===== src/rtl/frame_ram_pkg.sv =====
// Shared definitions for the frame RAM arbiter.
// Contents: default RAM geometry, capture frame size, grant-type encoding.
package frame_ram_pkg;

  localparam int ADDR_W_DEF         = 17;
  localparam int DATA_W_DEF         = 16;
  localparam int IMAGE_CAPTURE_SIZE = 240 * 240 * 2;

  // What the arbiter issues to the RAM in a given cycle.
  typedef enum logic [1:0] {
    GNT_NONE = 2'd0,
    GNT_WR   = 2'd1,
    GNT_RD   = 2'd2
  } gnt_e;

endpackage


===== src/rtl/sync_fifo.sv =====
// Single-clock FIFO with show-ahead read port.
// Ports: clk, reset_n (sync, active low), push/wdata, pop, rdata (head),
//        full, empty, count (occupancy 0..DEPTH).
// DEPTH must be a power of two so the pointers wrap naturally.
// A push while full is accepted only when a pop happens in the same cycle.
module sync_fifo #(
  parameter int DEPTH = 4,
  parameter int WIDTH = 8
) (
  input  logic                   clk,
  input  logic                   reset_n,
  input  logic                   push,
  input  logic [WIDTH-1:0]       wdata,
  input  logic                   pop,
  output logic [WIDTH-1:0]       rdata,
  output logic                   full,
  output logic                   empty,
  output logic [$clog2(DEPTH):0] count
);

  localparam int AW = $clog2(DEPTH);

  logic [WIDTH-1:0] mem_q [DEPTH];
  logic [AW-1:0]    rptr_q, rptr_d, wptr_q, wptr_d;
  logic [AW:0]      cnt_q, cnt_d;
  logic             push_ok, pop_ok;

  assign full    = (cnt_q == (AW+1)'(DEPTH));
  assign empty   = (cnt_q == '0);
  assign count   = cnt_q;
  assign rdata   = mem_q[rptr_q];
  assign pop_ok  = pop && !empty;
  assign push_ok = push && (!full || pop_ok);

  always_comb begin
    rptr_d = pop_ok  ? rptr_q + AW'(1) : rptr_q;
    wptr_d = push_ok ? wptr_q + AW'(1) : wptr_q;
    cnt_d  = cnt_q;
    if (push_ok && !pop_ok)      cnt_d = cnt_q + (AW+1)'(1);
    else if (!push_ok && pop_ok) cnt_d = cnt_q - (AW+1)'(1);
  end

  always_ff @(posedge clk) begin
    if (!reset_n) begin
      rptr_q <= '0;
      wptr_q <= '0;
      cnt_q  <= '0;
    end else begin
      rptr_q <= rptr_d;
      wptr_q <= wptr_d;
      cnt_q  <= cnt_d;
    end
  end

  // Storage needs no reset; occupancy alone defines validity.
  always_ff @(posedge clk) begin
    if (push_ok) mem_q[wptr_q] <= wdata;
  end

endmodule


===== src/rtl/frame_ram_arbiter.sv =====
// Arbitrates the shared frame RAM between posted pixel writes (FIFO
// buffered) and request/grant SPI readout reads with fixed-latency return.
// Ports:
//   clk, reset_n                 clock, synchronous active-low reset
//   wr_en/wr_addr/wr_data        pixel write stream (never stalls)
//   wr_full, wr_overflow         FIFO full, sticky drop flag
//   clear_ovf                    clears wr_overflow (and stats counters)
//   rd_req/rd_addr, rd_gnt       read request held until grant pulse
//   rd_valid/rd_data             read return, RD_LATENCY+1 cycles after grant
//   idle                         nothing queued, requested or in flight
//   ram_address/ram_data_in/ram_write_en/ram_data_out  registered RAM port
// Optional build macro FRAME_RAM_ARB_STATS_EN adds drop_count and
// rd_stall_count (16-bit saturating).
module frame_ram_arbiter
  import frame_ram_pkg::*;
#(
  parameter int ADDR_W        = ADDR_W_DEF,
  parameter int DATA_W        = DATA_W_DEF,
  parameter int WR_FIFO_DEPTH = 4,
  parameter int RD_LATENCY    = 2,
  parameter int WR_BURST_MAX  = 8
) (
  input  logic              clk,
  input  logic              reset_n,
  input  logic              wr_en,
  input  logic [ADDR_W-1:0] wr_addr,
  input  logic [DATA_W-1:0] wr_data,
  output logic              wr_full,
  output logic              wr_overflow,
  input  logic              clear_ovf,
  input  logic              rd_req,
  input  logic [ADDR_W-1:0] rd_addr,
  output logic              rd_gnt,
  output logic              rd_valid,
  output logic [DATA_W-1:0] rd_data,
  output logic              idle,
`ifdef FRAME_RAM_ARB_STATS_EN
  output logic [15:0]       drop_count,
  output logic [15:0]       rd_stall_count,
`endif
  output logic [ADDR_W-1:0] ram_address,
  output logic [DATA_W-1:0] ram_data_in,
  output logic              ram_write_en,
  input  logic [DATA_W-1:0] ram_data_out
);

  localparam int FW = ADDR_W + DATA_W;
  localparam int CW = $clog2(WR_FIFO_DEPTH);
  localparam int BW = $clog2(WR_BURST_MAX + 1);

  logic [FW-1:0] fifo_head;
  logic          fifo_full, fifo_empty, fifo_push, fifo_pop;
  logic [CW:0]   fifo_count;
  logic          drop;

  gnt_e          sel;
  logic          burst_hit;
  logic [BW-1:0] burst_q, burst_d;

  logic [ADDR_W-1:0] addr_q, addr_d;
  logic [DATA_W-1:0] din_q, din_d;
  logic              we_q, we_d;
  logic              ovf_q, ovf_d;

  logic [RD_LATENCY:0] vld_pipe_q;
  logic [DATA_W-1:0]   rd_hold_q;

  sync_fifo #(
    .DEPTH (WR_FIFO_DEPTH),
    .WIDTH (FW)
  ) u_wr_fifo (
    .clk     (clk),
    .reset_n (reset_n),
    .push    (fifo_push),
    .wdata   ({wr_addr, wr_data}),
    .pop     (fifo_pop),
    .rdata   (fifo_head),
    .full    (fifo_full),
    .empty   (fifo_empty),
    .count   (fifo_count)
  );

  assign burst_hit = (burst_q == BW'(WR_BURST_MAX));

  // Writes win unless a read has waited through a full burst. Gated by
  // reset_n so nothing is granted or popped while reset is held.
  always_comb begin
    sel = GNT_NONE;
    if (reset_n) begin
      if (!fifo_empty && !(rd_req && burst_hit)) sel = GNT_WR;
      else if (rd_req)                           sel = GNT_RD;
    end
  end

  assign fifo_pop  = (sel == GNT_WR);
  assign rd_gnt    = (sel == GNT_RD);
  // A full FIFO still takes a word when the head leaves in the same cycle.
  assign drop      = wr_en && fifo_full && !fifo_pop;
  assign fifo_push = wr_en && !drop;

  always_comb begin
    addr_d  = addr_q;
    din_d   = din_q;
    we_d    = 1'b0;
    burst_d = burst_q;
    unique case (sel)
      GNT_WR: begin
        addr_d  = fifo_head[FW-1:DATA_W];
        din_d   = fifo_head[DATA_W-1:0];
        we_d    = 1'b1;
        burst_d = rd_req ? burst_q + BW'(1) : '0;
      end
      GNT_RD: begin
        addr_d  = rd_addr;
        burst_d = '0;
      end
      default: ;
    endcase
    // A drop in the same cycle as a clear keeps the flag set.
    if (drop)           ovf_d = 1'b1;
    else if (clear_ovf) ovf_d = 1'b0;
    else                ovf_d = ovf_q;
  end

  always_ff @(posedge clk) begin
    if (!reset_n) begin
      addr_q     <= '0;
      din_q      <= '0;
      we_q       <= 1'b0;
      burst_q    <= '0;
      ovf_q      <= 1'b0;
      vld_pipe_q <= '0;
      rd_hold_q  <= '0;
    end else begin
      addr_q     <= addr_d;
      din_q      <= din_d;
      we_q       <= we_d;
      burst_q    <= burst_d;
      ovf_q      <= ovf_d;
      // Bit 0 marks the cycle the read address is on the RAM port; the
      // top bit lines up with ram_data_out valid.
      vld_pipe_q <= {vld_pipe_q[RD_LATENCY-1:0], rd_gnt};
      if (rd_valid) rd_hold_q <= ram_data_out;
    end
  end

  assign ram_address  = addr_q;
  assign ram_data_in  = din_q;
  assign ram_write_en = we_q;
  assign wr_full      = (fifo_count == (CW+1)'(WR_FIFO_DEPTH));
  assign wr_overflow  = ovf_q;
  assign rd_valid     = vld_pipe_q[RD_LATENCY];
  // Pass RAM data straight through on the valid cycle, hold it otherwise.
  assign rd_data      = rd_valid ? ram_data_out : rd_hold_q;
  assign idle         = !reset_n || (fifo_empty && !rd_req && (vld_pipe_q == '0));

`ifdef FRAME_RAM_ARB_STATS_EN
  logic [15:0] drop_cnt_q, stall_cnt_q;

  always_ff @(posedge clk) begin
    if (!reset_n || clear_ovf) begin
      drop_cnt_q  <= '0;
      stall_cnt_q <= '0;
    end else begin
      if (drop && (drop_cnt_q != 16'hFFFF))              drop_cnt_q  <= drop_cnt_q + 16'd1;
      if (rd_req && !rd_gnt && (stall_cnt_q != 16'hFFFF)) stall_cnt_q <= stall_cnt_q + 16'd1;
    end
  end

  assign drop_count     = drop_cnt_q;
  assign rd_stall_count = stall_cnt_q;
`endif

endmodule


===== config.mk =====
export PLATFORM = sky130hd
export DESIGN_NAME = frame_ram_arbiter
export DESIGN_NICKNAME = d
export VERILOG_FILES = /design/src/rtl/frame_ram_pkg.sv /design/src/rtl/sync_fifo.sv /design/src/rtl/frame_ram_arbiter.sv
export SDC_FILE = /design/constraint.sdc
export NUM_CORES = 1
export LEC_CHECK = 0
export ABC_AREA = 1
export BUFFER_PORTS_ARGS = -buffer_cell sky130_fd_sc_hd__buf_2
export CORE_UTILIZATION = 60
export DETAILED_ROUTE_END_ITERATION = 8
export GPL_TIMING_DRIVEN = 0
export HOLD_SLACK_MARGIN = 0.15
export PLACE_DENSITY = 0.84
export SLEW_MARGIN = 0
export SYNTH_ARGS = -nofsm -noshare
export SYNTH_HDL_FRONTEND = slang
export SYNTH_SLANG_ARGS = --single-unit

===== constraint.sdc =====
create_clock -name clk -period 5.25 [get_ports clk]
set_input_delay 1.05 -clock clk [delete_from_list [all_inputs] [get_ports clk]]
set_output_delay 1.05 -clock clk [all_outputs]
set_load 0.02 [all_outputs]

Yosys cells after proc, flatten, opt, wreduce, memory -nomap -nowiden

Memory sizes are Yosys's and may differ from the RTL's. A register that Yosys moved wholly into a read port is not among the register bits.
Cells that the tools add are included.

Register bits after elaboration: 65
Bits in writable memories: 132
Bits of input ports: 71
Output and inout bits: 55
Logic and storage cells: 63
Memories kept: 1

Memories:

| name            | depth | width | rd ports | clocked after Yosys merged registers in | wr ports | line            | source |
|---|---|---|---|---|---|---|---|
| u_wr_fifo.mem_q | 4     | 33    | 1        | 1                                       | 1        | sync_fifo.sv:23 | `logic [WIDTH-1:0] mem_q [DEPTH];` |

Add/subtract/negate cells: 5
Equal/unequal tests: 4
Mux-type cells: 16
Reductions and logical operators: 27

Operators with widths:

| kind                  | count |
|---|---|
| $pmux W17 S2          | 1 |
| $mux W16              | 1 |
| $logic_and A1 B1 Y1   | 11 |
| $mux W2               | 5 |
| $logic_not A1 Y1      | 9 |
| $pmux W4 S2           | 1 |
| $logic_not A3 Y1      | 2 |
| $mux W3               | 2 |
| $reduce_bool A2 Y1    | 3 |
| $mux W1               | 5 |
| $add A2 B1 Y2 const B | 2 |
| $add A4 B1 Y4 const B | 1 |
| $eq A4 B4 Y1 const B  | 1 |
| $mux W4               | 1 |
| $add A3 B1 Y3 const B | 1 |
| $eq A3 B3 Y1 const B  | 1 |
| $sub A3 B1 Y3 const B | 1 |
| $eq A2 B1 Y1 const B  | 1 |
| $eq A2 B2 Y1 const B  | 1 |
| $logic_or A1 B1 Y1    | 2 |

Depth between registers and ports, before layout

Gate-level depths: netlist (run 1).

Word-level depth: 16
Depth in mapped cells: 19
Depth with buffers taken out: 18

Cells and area by module

A second synthesis (run 1) with hierarchy kept.

Cell total of the unflattened synthesis: 754
Area, all modules: 7940.1 µm²

Modules (own cells, without submodules):

| module            | instances | cells an instance | area each (µm²) | sequential area each (µm²) |
|---|---|---|---|---|
| sync_fifo         | 1         | 391               | 5418.9          | 4144.0 |
| frame_ram_arbiter | 1         | 363               | 2521.2          | 1161.1 |

Worst setup path before layout (run 1)

OpenSTA, ideal clock, no wires.

Path type: input-to-reg
Start point: input reset_n
End point: memory u_wr_fifo.mem_q[0][0] (netlist name), enable pin
Library setup time: 0.423 ns
Arrival time: 3.497 ns
Required time: 4.827 ns
Slack: 1.329 ns
Stages: 9
Path buffers: 2
Path through: clkbuf_1 nand3_1 inv_1 ha_1 buf_2 inv_1 nand4_1 nand2_1 nor2_1

Word-level cells in the longest chain between the ends: 9
Elaborated cells on any way between the ends: 11
Those cells by class: 1 x eq/ne; 3 x mux; 7 x reduce/logical

Ends and longest elaborated chain:

| element                           | line                    | source |
|---|---|---|
| from (decl)                       | frame_ram_arbiter.sv:24 | `input logic reset_n,` |
| $mux W2 (*)                       | frame_ram_arbiter.sv:89 | `if (reset_n) begin` |
| $eq A2 B1 Y1 (*)                  | frame_ram_arbiter.sv:95 | `assign fifo_pop = (sel == GNT_WR);` |
| via fifo_pop                      | frame_ram_arbiter.sv:52 | `logic fifo_full, fifo_empty, fifo_push, fifo_pop;` |
| $logic_not A1 Y1                  | frame_ram_arbiter.sv:98 | `assign drop = wr_en && fifo_full && !fifo_pop;` |
| $logic_and A1 B1 Y1               | frame_ram_arbiter.sv:98 |  |
| $logic_not A1 Y1                  | frame_ram_arbiter.sv:99 | `assign fifo_push = wr_en && !drop;` |
| $logic_and A1 B1 Y1               | frame_ram_arbiter.sv:99 |  |
| $logic_and A1 B1 Y1 (*)           | sync_fifo.sv:33         | `assign push_ok = push && (!full \|\| pop_ok);` |
| $mux W1 (*)                       | sync_fifo.sv:57         | `if (push_ok) mem_q[wptr_q] <= wdata;` |
| $mux W1 (implied by the code) (*) | sync_fifo.sv:57         |  |
| to (decl)                         | sync_fifo.sv:23         |  |

The timed path passes the listed nets; every way through them passes the cells marked *.

Final worst setup path (run 1)

Start point: input reset_n
End point: register u_wr_fifo.cnt_q[2] (netlist: u_wr_fifo.count[2])

Word-level cells in the longest chain between the ends: 10
Elaborated cells on any way between the ends: 15
Those cells by class: 1 x eq/ne; 2 x mux; 12 x reduce/logical

Ends and longest elaborated chain:

| element                             | line                    | source |
|---|---|---|
| $mux W2 (*)                         | frame_ram_arbiter.sv:89 |  |
| $eq A2 B1 Y1 (*)                    | frame_ram_arbiter.sv:95 |  |
| via fifo_pop                        | frame_ram_arbiter.sv:52 |  |
| $logic_not A1 Y1                    | frame_ram_arbiter.sv:98 |  |
| $logic_and A1 B1 Y1                 | frame_ram_arbiter.sv:98 |  |
| $logic_not A1 Y1                    | frame_ram_arbiter.sv:99 |  |
| $logic_and A1 B1 Y1                 | frame_ram_arbiter.sv:99 |  |
| $logic_and A1 B1 Y1 (*)             | sync_fifo.sv:33         |  |
| via u_wr_fifo.push_ok               | sync_fifo.sv:26         | `logic push_ok, pop_ok;` |
| $logic_not A1 Y1                    | sync_fifo.sv:40         | `else if (!push_ok && pop_ok) cnt_d = cnt_q - (AW+1)'(1);` |
| $logic_and A1 B1 Y1                 | sync_fifo.sv:40         |  |
| $reduce_bool A2 Y1 (no source line) | n/a                     |  |
| to (signal assigned)                | sync_fifo.sv:51         | `cnt_q <= cnt_d;` |
| to (decl)                           | sync_fifo.sv:25         | `logic [AW:0] cnt_q, cnt_d;` |

Marks and branches as above.
A chain may end at the register's enable or synchronous reset.

==> metrics.md, run 1 <==
| Metric | Value |
|---|---|
| Clock sinks | 199 |
| Gr usage total | 28.1% |
| Final WL | 18,700 um |
| Vias in the first global route | 6,128 |
| Std cell rows | 42 |
| Initial antenna violation count | 2 |
| Sw frac | 34.6% |
| Sequential power share | 42.1% |
| Crit end category | flop |
| Setup bufs post-CTS | 0 |
| Pwr dens | 496 nW/um2 |
| WHS Path Cells | 2 |
| Max-slew headroom | 55.1% |
| Layout filler cell count | 914 |
| Status | completed |
| Worst reg-to-reg path cell count | 17 |
| Comb pwr share | 30.3% |
| Setup tns final | 0 ns |
| Post-route cell area | 9720 um2 |
| Arrival time at the worst endpoint | 3.95 ns |
| Clk_lat worst skew | 0.44 ns |
| # IOs | 126 |
| HP Start | vld_pipe_q[0] |
| Post-Syn Area per Cell | 9.63 um2 |
| Die Area | 14,000 um2 |
| Hold-fix buffers, CTS | 0 |
| Critical-path cell list | buf_2 -> clkbuf_1 -> nand3_1 -> inv_1 -> ha_1 -> buf_2 -> inv_1 -> nand4_1 -> nand2_1 -> inv_1 -> ha_1 -> inv_1 -> fa_1 -> nand2_1 -> nand3_1 -> o21ai_0 -> a21oi_1 |
| Routed vias/inst | 5.29 |
| Register bit count reported by yosys | 199 |
| First-pass GRT wire length | 29,600 um |
| Max-cap violation count | 0 |
| Die W | 118 um |
| Largest net degree at the start of global routing | 21 |
| Critical R2R Capture | u_wr_fifo.count[2] |
| Startpoint types | input pin |
| Worst min-delay path class | flop to flop |
| Final Util | 73.4% |
| CP max FO | 10 |
| Synthesized area | 8120 um2 |
| Routed wire per std cell | 15.8 um |
| R2r setup slk | 2.08 ns |
| Post-Place Cells | 1,149 |
| Dpl hpwl | 11,700 um |
| Clock network fraction of total power | 27.6% |
| Register area share after synthesis | 65.3% |
| H-tree levels | 4 |
| Post-route ant nets | 0 |
| Initial Util | 61.3% |
| Pleak | 4.48 nW |
| Post-CTS sizing | 0 |
| Highest-count cells in the layout ignoring fill and taps | nand2_1, buf_2, edfxtp_1 |
| Num CTS Buffers | 17 |
| Tot Pwr | 4.82 mW |
| Final Non-Filler Cells | 1,182 |
| Synthesized instance count | 844 |
| Synth cell types | 24 |
| CTS Buffer Depth | 2 |
| Routability cong. | 0.771 |
| Setup CP Type | input pin to flop |
| Count of final setup violators | 0 |
| Sw power | 1.67 mW |
| Slew Viols, Final | 0 |
| Yosys Warn Count | 0 |
| DRC viols | 0 |
| Area of placed instances | 9110 um2 |
| Period utilization | 69.3% |
| WHS Endpoint | vld_pipe_q[1] |
| Highest clock rate | 275 MHz |
| DIE HEIGHT | 118 um |
| Least-Margin Pin Slew | 0.672 ns |
| Worst Hold Slack | 0.446 ns |
| Crit path largest cell delay | 0.38 ns |
| Clk slew on worst S/H paths | 0.07 ns |
| Pre-CTS setup slack | 1.28 ns |
| Share of cells above drive strength 1 | 19.6% |
| Clk_skew | 0.00933 ns |
| Reg-to-reg startpoint | u_wr_fifo.count[0] |
| Initial drt markers | 580 |
| Commonest non-fill, non-tap cell in the layout | nand2_1 |
| Core box area | 13,200 um2 |
| Hold Fails Final Rpt | 0 |
| Synth-to-layout area growth | 19.7% |
| CTS tree | yes |
| Final period demand of the worst path | 3.64 ns |
| Net Count, Synth | 925 |
| DRT Pass-1 Iters | 5 |
| Internal Power | 3.15 mW |
| GRT overflow | 0 |
| Clock root cell | clkbuf_16 |
| CP max-delay cell | fa_1 |
| Worst VDD drop | 0.311 mV |
| # port buffers | 125 |
| PnR worst setup slack | 1.61 ns |
| Via count | 6,254 |
| Final #Nets | 1,073 |
| Unrepaired setup endpoints after global routing | no |
| Most frequent CP cell | inv_1 |
| CP Data Required Time | 5.57 ns |
## per-layer routing
layer  track usage, %  part of all wire, %  up-vias
met3             6.23                  7.6       48
li1                 -                    -     3019
met4             14.3                  3.2        2
met1             34.8                   41     2895
met2             46.7                   48      290
met5                0                0.064        -
## cell families (layout without fill, tap and decap cells)
| group | Yosys count | count (layout) | synth area share (%) |
|---|---|---|---|
| and+or+nand+nor | 363 | 363 | 17.8 |
| adders and majority gates | 10 | 10 | 1.63 |
| buffers and inverters | 157 | 318 | 8.02 |
| other | 0 | 1 | 0 |
| AOI/OAI and AO/OA | 113 | 113 | 6.99 |
| DFF | 199 | 199 | 65.3 |
| xor gates and xnor gates | 2 | 2 | 0.216 |
## state kept, by name (all words and copies together) (netlist names), 2 cells and up, named ones only
| signal | cells |
|---|---|
| burst_q | 4 |
| ram_address | 17 |
| ram_data_in | 16 |
| rd_hold_q | 16 |
| u_wr_fifo.count | 3 |
| u_wr_fifo.mem_q | 132 |
| u_wr_fifo.rptr_q | 2 |
| u_wr_fifo.wptr_q | 2 |
| vld_pipe_q | 3 |
## power groups by stage
| stage | combinational, mW | sequential, mW | clock [mW] |
|---|---|---|---|
| after global placement | 1.34 | 2.06 | 0 |
| final | 1.46 | 2.03 | 1.33 |
| after floorplan | 0.796 | 2.19 | 0 |
| after global routing | 1.61 | 2.05 | 1.40 |
| after detailed placement | 1.42 | 2.06 | 0 |
| after CTS | 1.45 | 2.03 | 1.33 |
## final cells by class
type | instances | area [um2] | share of cell area, %
Antenna cell | 1 | 2.50 | 0.0257
Clock buffer | 18 | 439 | 4.52
Clock inverter | 14 | 170 | 1.75
Inverter | 115 | 432 | 4.44
Buffer | 42 | 220 | 2.27
Multi-Input combinational cell | 488 | 2200 | 22.6
Timing Repair Buffer | 129 | 736 | 7.57
Tap cell | 176 | 220 | 2.27
Sequential cell | 199 | 5310 | 54.6
## how the worst max path moves through the flow
stage,from,to,slack (ns),cells after the start
2_1_floorplan,reset_n,u_wr_fifo.mem_q[0][0],1.33,9
3_3_place_gp,reset_n,u_wr_fifo.mem_q[0][17],-0.18,10
3_5_place_dp,reset_n,u_wr_fifo.count[1],1.28,14
4_1_cts,reset_n,u_wr_fifo.count[2],1.72,17
5_1_grt,reset_n,u_wr_fifo.count[1],1.47,14
6_report,reset_n,u_wr_fifo.count[2],1.61,17
## cells in the mapped netlist
cell type / n / share of area, %
a211oi_1: 1 / 0.092
a21oi_1: 59 / 3.6
and2_1: 1 / 0.077
buf_1: 1 / 0.046
buf_2: 23 / 1.4
buf_4: 3 / 0.28
buf_6: 3 / 0.42
clkbuf_1: 12 / 0.55
dfxtp_1: 67 / 17
edfxtp_1: 132 / 49
fa_1: 1 / 0.25
ha_1: 9 / 1.4
inv_1: 111 / 5.1
inv_2: 4 / 0.18
nand2_1: 188 / 8.7
nand3_1: 59 / 3.6
nand3b_1: 1 / 0.092
nand4_1: 2 / 0.15
nor2_1: 111 / 5.1
nor3_1: 1 / 0.062
o21ai_0: 31 / 1.9
o21ai_1: 22 / 1.4
xnor2_1: 1 / 0.11
xor2_1: 1 / 0.11
## worst max-delay path, delay by kind of cell
kind	cells	cell delay, ns
compound gates	2	0.31
simple gates	5	0.85
fa+ha+maj	3	0.68
buf+inv	7	1.05
Power figures use the tool's default switching activity.
==> inputs of run 2 (changes only) <==
--- a/config.mk
+++ b/config.mk
@@ -7,11 +7,11 @@
 export LEC_CHECK = 0
 export ABC_AREA = 1
 export BUFFER_PORTS_ARGS = -buffer_cell sky130_fd_sc_hd__buf_2
-export CORE_UTILIZATION = 60
+export CORE_UTILIZATION = 56
 export DETAILED_ROUTE_END_ITERATION = 8
 export GPL_TIMING_DRIVEN = 0
 export HOLD_SLACK_MARGIN = 0.15
-export PLACE_DENSITY = 0.84
+export PLACE_DENSITY = 0.79
 export SLEW_MARGIN = 0
 export SYNTH_ARGS = -nofsm -noshare
 export SYNTH_HDL_FRONTEND = slang
==> constraint.sdc (replaced) <==
create_clock -name clk -period 3.39 [get_ports clk]
set_input_delay 0.678 -clock clk [delete_from_list [all_inputs] [get_ports clk]]
set_output_delay 0.678 -clock clk [all_outputs]
set_load 0.02 [all_outputs]
==> run 2 against run 1 <==
  * Global-route usage shrank 2.9 points
  * Routed wire length fell by 4.0%
  * Core utilization shrank 4.1 points
  * Non-clock buffer count is the same
  * Clock power increased by 61%
  * Clock skew is 0.0016 ns lower
  * Largest power group unchanged
==> metrics.md, run 2 (synthesized netlist as in run 1, its figures left out) <==
| Metric | Value |
|---|---|
| Unrepaired setup endpoints after global routing | no |
| Setup bufs post-CTS | 0 (unchanged) |
| Sequential power share | 41.8% (-0.3 points) |
| Die W | 122 um (+3.5%) |
| Clock network fraction of total power | 28.6% (+1.0 points) |
| Share of cells above drive strength 1 | 19.3% (-0.30 points) |
| Routability cong. | 0.766 (-0.66%) |
| Tot Pwr | 7.50 mW (+55%) |
| Die Area | 15,000 um2 (+7.0%) |
| DRT Pass-1 Iters | 7 (+2) |
| First-pass GRT wire length | 27,500 um (-7.1%) |
| Commonest non-fill, non-tap cell in the layout | nand2_1 |
| CTS Buffer Depth | 2 (unchanged) |
| Reg-to-reg startpoint | burst_q[1] |
| Via count | 6,031 (-3.6%) |
| Worst min-delay path class | flop to flop |
| Highest-count cells in the layout ignoring fill and taps | nand2_1, buf_2, edfxtp_1 |
| CP Data Required Time | 3.71 ns (-1.86 ns) |
| Sw power | 2.50 mW (+50%) |
| CP max-delay cell | fa_1 |
| Initial drt markers | 387 (-33%) |
| Count of final setup violators | 0 (unchanged) |
| WHS Path Cells | 2 (unchanged) |
| Post-CTS sizing | 0 (unchanged) |
| Routed wire per std cell | 15.1 um (-4.2%) |
| Initial Util | 57.9% (-3.5 points) |
| Startpoint types | input pin |
| Clk_skew | 0.00769 ns (-0.00164 ns) |
| Routed vias/inst | 5.09 (-3.8%) |
| Pleak | 4.49 nW (+0.11%) |
| Core box area | 14,000 um2 (+6.0%) |
| Inserted Diodes | 0 (-1) |
| CP max FO | 10 (unchanged) |
| Most flops, register | u_wr_fifo.mem_q |
| Max-cap violation count | 0 (unchanged) |
| Largest net degree at the start of global routing | 27 (+29%) |
| Least-Margin Pin Slew | 0.654 ns (-0.0182 ns) |
| Sw frac | 33.3% (-1.3 points) |
| Highest clock rate | 319 MHz |
| Met1 GRT Util | 30.8% (-4.0 points) |
| Synth-to-layout area growth | 19.8% (about the same) |
| Internal Power | 5.00 mW (+58%) |
| Post-route ant nets | 0 (unchanged) |
| Dpl hpwl | 11,700 um (+0.55%) |
| Period utilization | 92.5% |
| GRT overflow | 0 (unchanged) |
| Worst Hold Slack | 0.438 ns (-0.00748 ns) |
| HP Start | vld_pipe_q[1] |
| Initial antenna violation count | 1 (-1) |
| Final period demand of the worst path | 3.14 ns |
| Clk_lat worst skew | 0.43 ns (about the same) |
| Final #Nets | 1,073 (unchanged) |
| Std cell rows | 43 (+2.4%) |
| Worst VDD drop | 0.577 mV (+86%) |
| Met3 Use GR | 5.81% (-0.42 points) |
| Final WL | 17,900 um (-4.0%) |
| Gr usage total | 25.2% (-2.9 points) |
| Num CTS Buffers | 17 (unchanged) |
| Pwr dens | 771 nW/um2 (+55%) |
| Status | completed |
| Clock root cell | clkbuf_16 |
| Arrival time at the worst endpoint | 3.45 ns (-0.50 ns) |
| # port buffers | 125 (unchanged) |
| Worst reg-to-reg path cell count | 18 (+1) |
| GRT Max-Usage Layer | met2 |
| Crit end category | flop |
| Slew Viols, Final | 0 (unchanged) |
| Hold-fix buffers, CTS | 0 (unchanged) |
| Max FFs per register | 132 (unchanged) |
| Most frequent CP cell | inv_1 |
| Clk slew on worst S/H paths | 0.06 ns (about the same) |
| Comb pwr share | 29.6% (-0.7 points) |
| CTS tree | yes |
| DRC viols | 0 (unchanged) |
| Critical R2R Capture | u_wr_fifo.count[2] |
| Clock sinks | 199 (unchanged) |
| Setup CP Type | input pin to flop |
| WHS Endpoint | vld_pipe_q[2] |
| Met2 Usage GRT | 42.7% (-4.0 points) |
| Vias in the first global route | 5,659 (-7.7%) |
| # IOs | 126 (unchanged) |
| Max-slew headroom | 56.4% (+1.3 points) |
| DIE HEIGHT | 122 um (+3.5%) |
| R2r setup slk | 0.34 ns (-1.74 ns) |
| H-tree levels | 4 (unchanged) |
| Crit path largest cell delay | 0.39 ns (about the same) |
| Critical-path cell list | buf_2 -> clkbuf_1 -> nand3_1 -> inv_1 -> ha_1 -> buf_2 -> inv_1 -> nand4_1 -> nand2_1 -> inv_1 -> ha_1 -> inv_1 -> fa_1 -> nand2_1 -> nand3_1 -> o21ai_0 -> a21oi_1 |
| Hold Fails Final Rpt | 0 (unchanged) |
## run 2: changes by cell type in the layout (fill, tap and decap cells not counted), sizes merged
cell,change
inv,-4
clkinv,+3
bufinv,+2
clkinvlp,-2
clkbuf,+1
diode,-1
## run 2: routing by layer
layer | part of all wire [%] | wire (um) | up-vias
li1 | - | - | 3015
met1 | 42 | 7510 | 2724
met2 | 49 | 8700 | 256
met3 | 7.3 | 1300 | 34
met4 | 2.2 | 392 | 2
met5 | 0.067 | 12 | -
## run 2: worst max path at each step
stage	from	end	slack, ns	cells after the start
after global placement	reset_n	u_wr_fifo.mem_q[1][18]	-1.75	10
final	reset_n	u_wr_fifo.count[2]	0.25	17
after global routing	reset_n	u_wr_fifo.count[2]	0.005	17
after detailed placement	reset_n	u_wr_fifo.count[2]	-0.14	17
after floorplan	reset_n	u_wr_fifo.mem_q[0][0]	-0.16	9
after CTS	reset_n	u_wr_fifo.count[2]	0.28	17
## run 2: worst max-delay path, delay by kind of cell
| family | cells | cell delay (ns) |
|---|---|---|
| AOI/OAI and AO/OA | 2 | 0.24 |
| and+or+nand+nor | 5 | 0.78 |
| buffers and inverters | 7 | 1.04 |
| adders and majority gates | 3 | 0.71 |
## run 2: layout make-up
type,instances,area [um2]
tap,180,225
inverter,115,432
sequential,199,5310
clock buffer,19,433
clock inverter,13,204
multi-input combinational,488,2200
timing repair buffer,129,713
fill,1034,4310
buffer,42,220
## run 2: through the flow
| step | worst slack, ns | setup TNS [ns] | utilization (%) | cell area, um2 | instances |
|---|---|---|---|---|---|
| final | 0.253 | 0 | 69.3 | 9730 | 1185 |
| after global routing | 0.00531 | 0 | 69.3 | 9730 | 1185 |
| after CTS | 0.280 | 0 | 69.3 | 9730 | 1185 |
| after detailed placement | -0.140 | -0.784 | 64.8 | 9090 | 1153 |
| after global placement | -1.75 | -224.68 | 63.9 | 8970 | 1149 |
| after floorplan | -0.159 | -20.93 | - | 8120 | 844 |
## run 2: power by group through the flow
| stage | sequential [mW] | combinational (mW) | clock [mW] |
|---|---|---|---|
| CTS | 3.14 | 2.22 | 2.16 |
| global placement | 3.19 | 2.09 | 0 |
| global route | 3.17 | 2.47 | 2.25 |
| detailed placement | 3.18 | 2.19 | 0 |
| finish | 3.14 | 2.22 | 2.14 |
| floorplan | 3.39 | 1.23 | 0 |
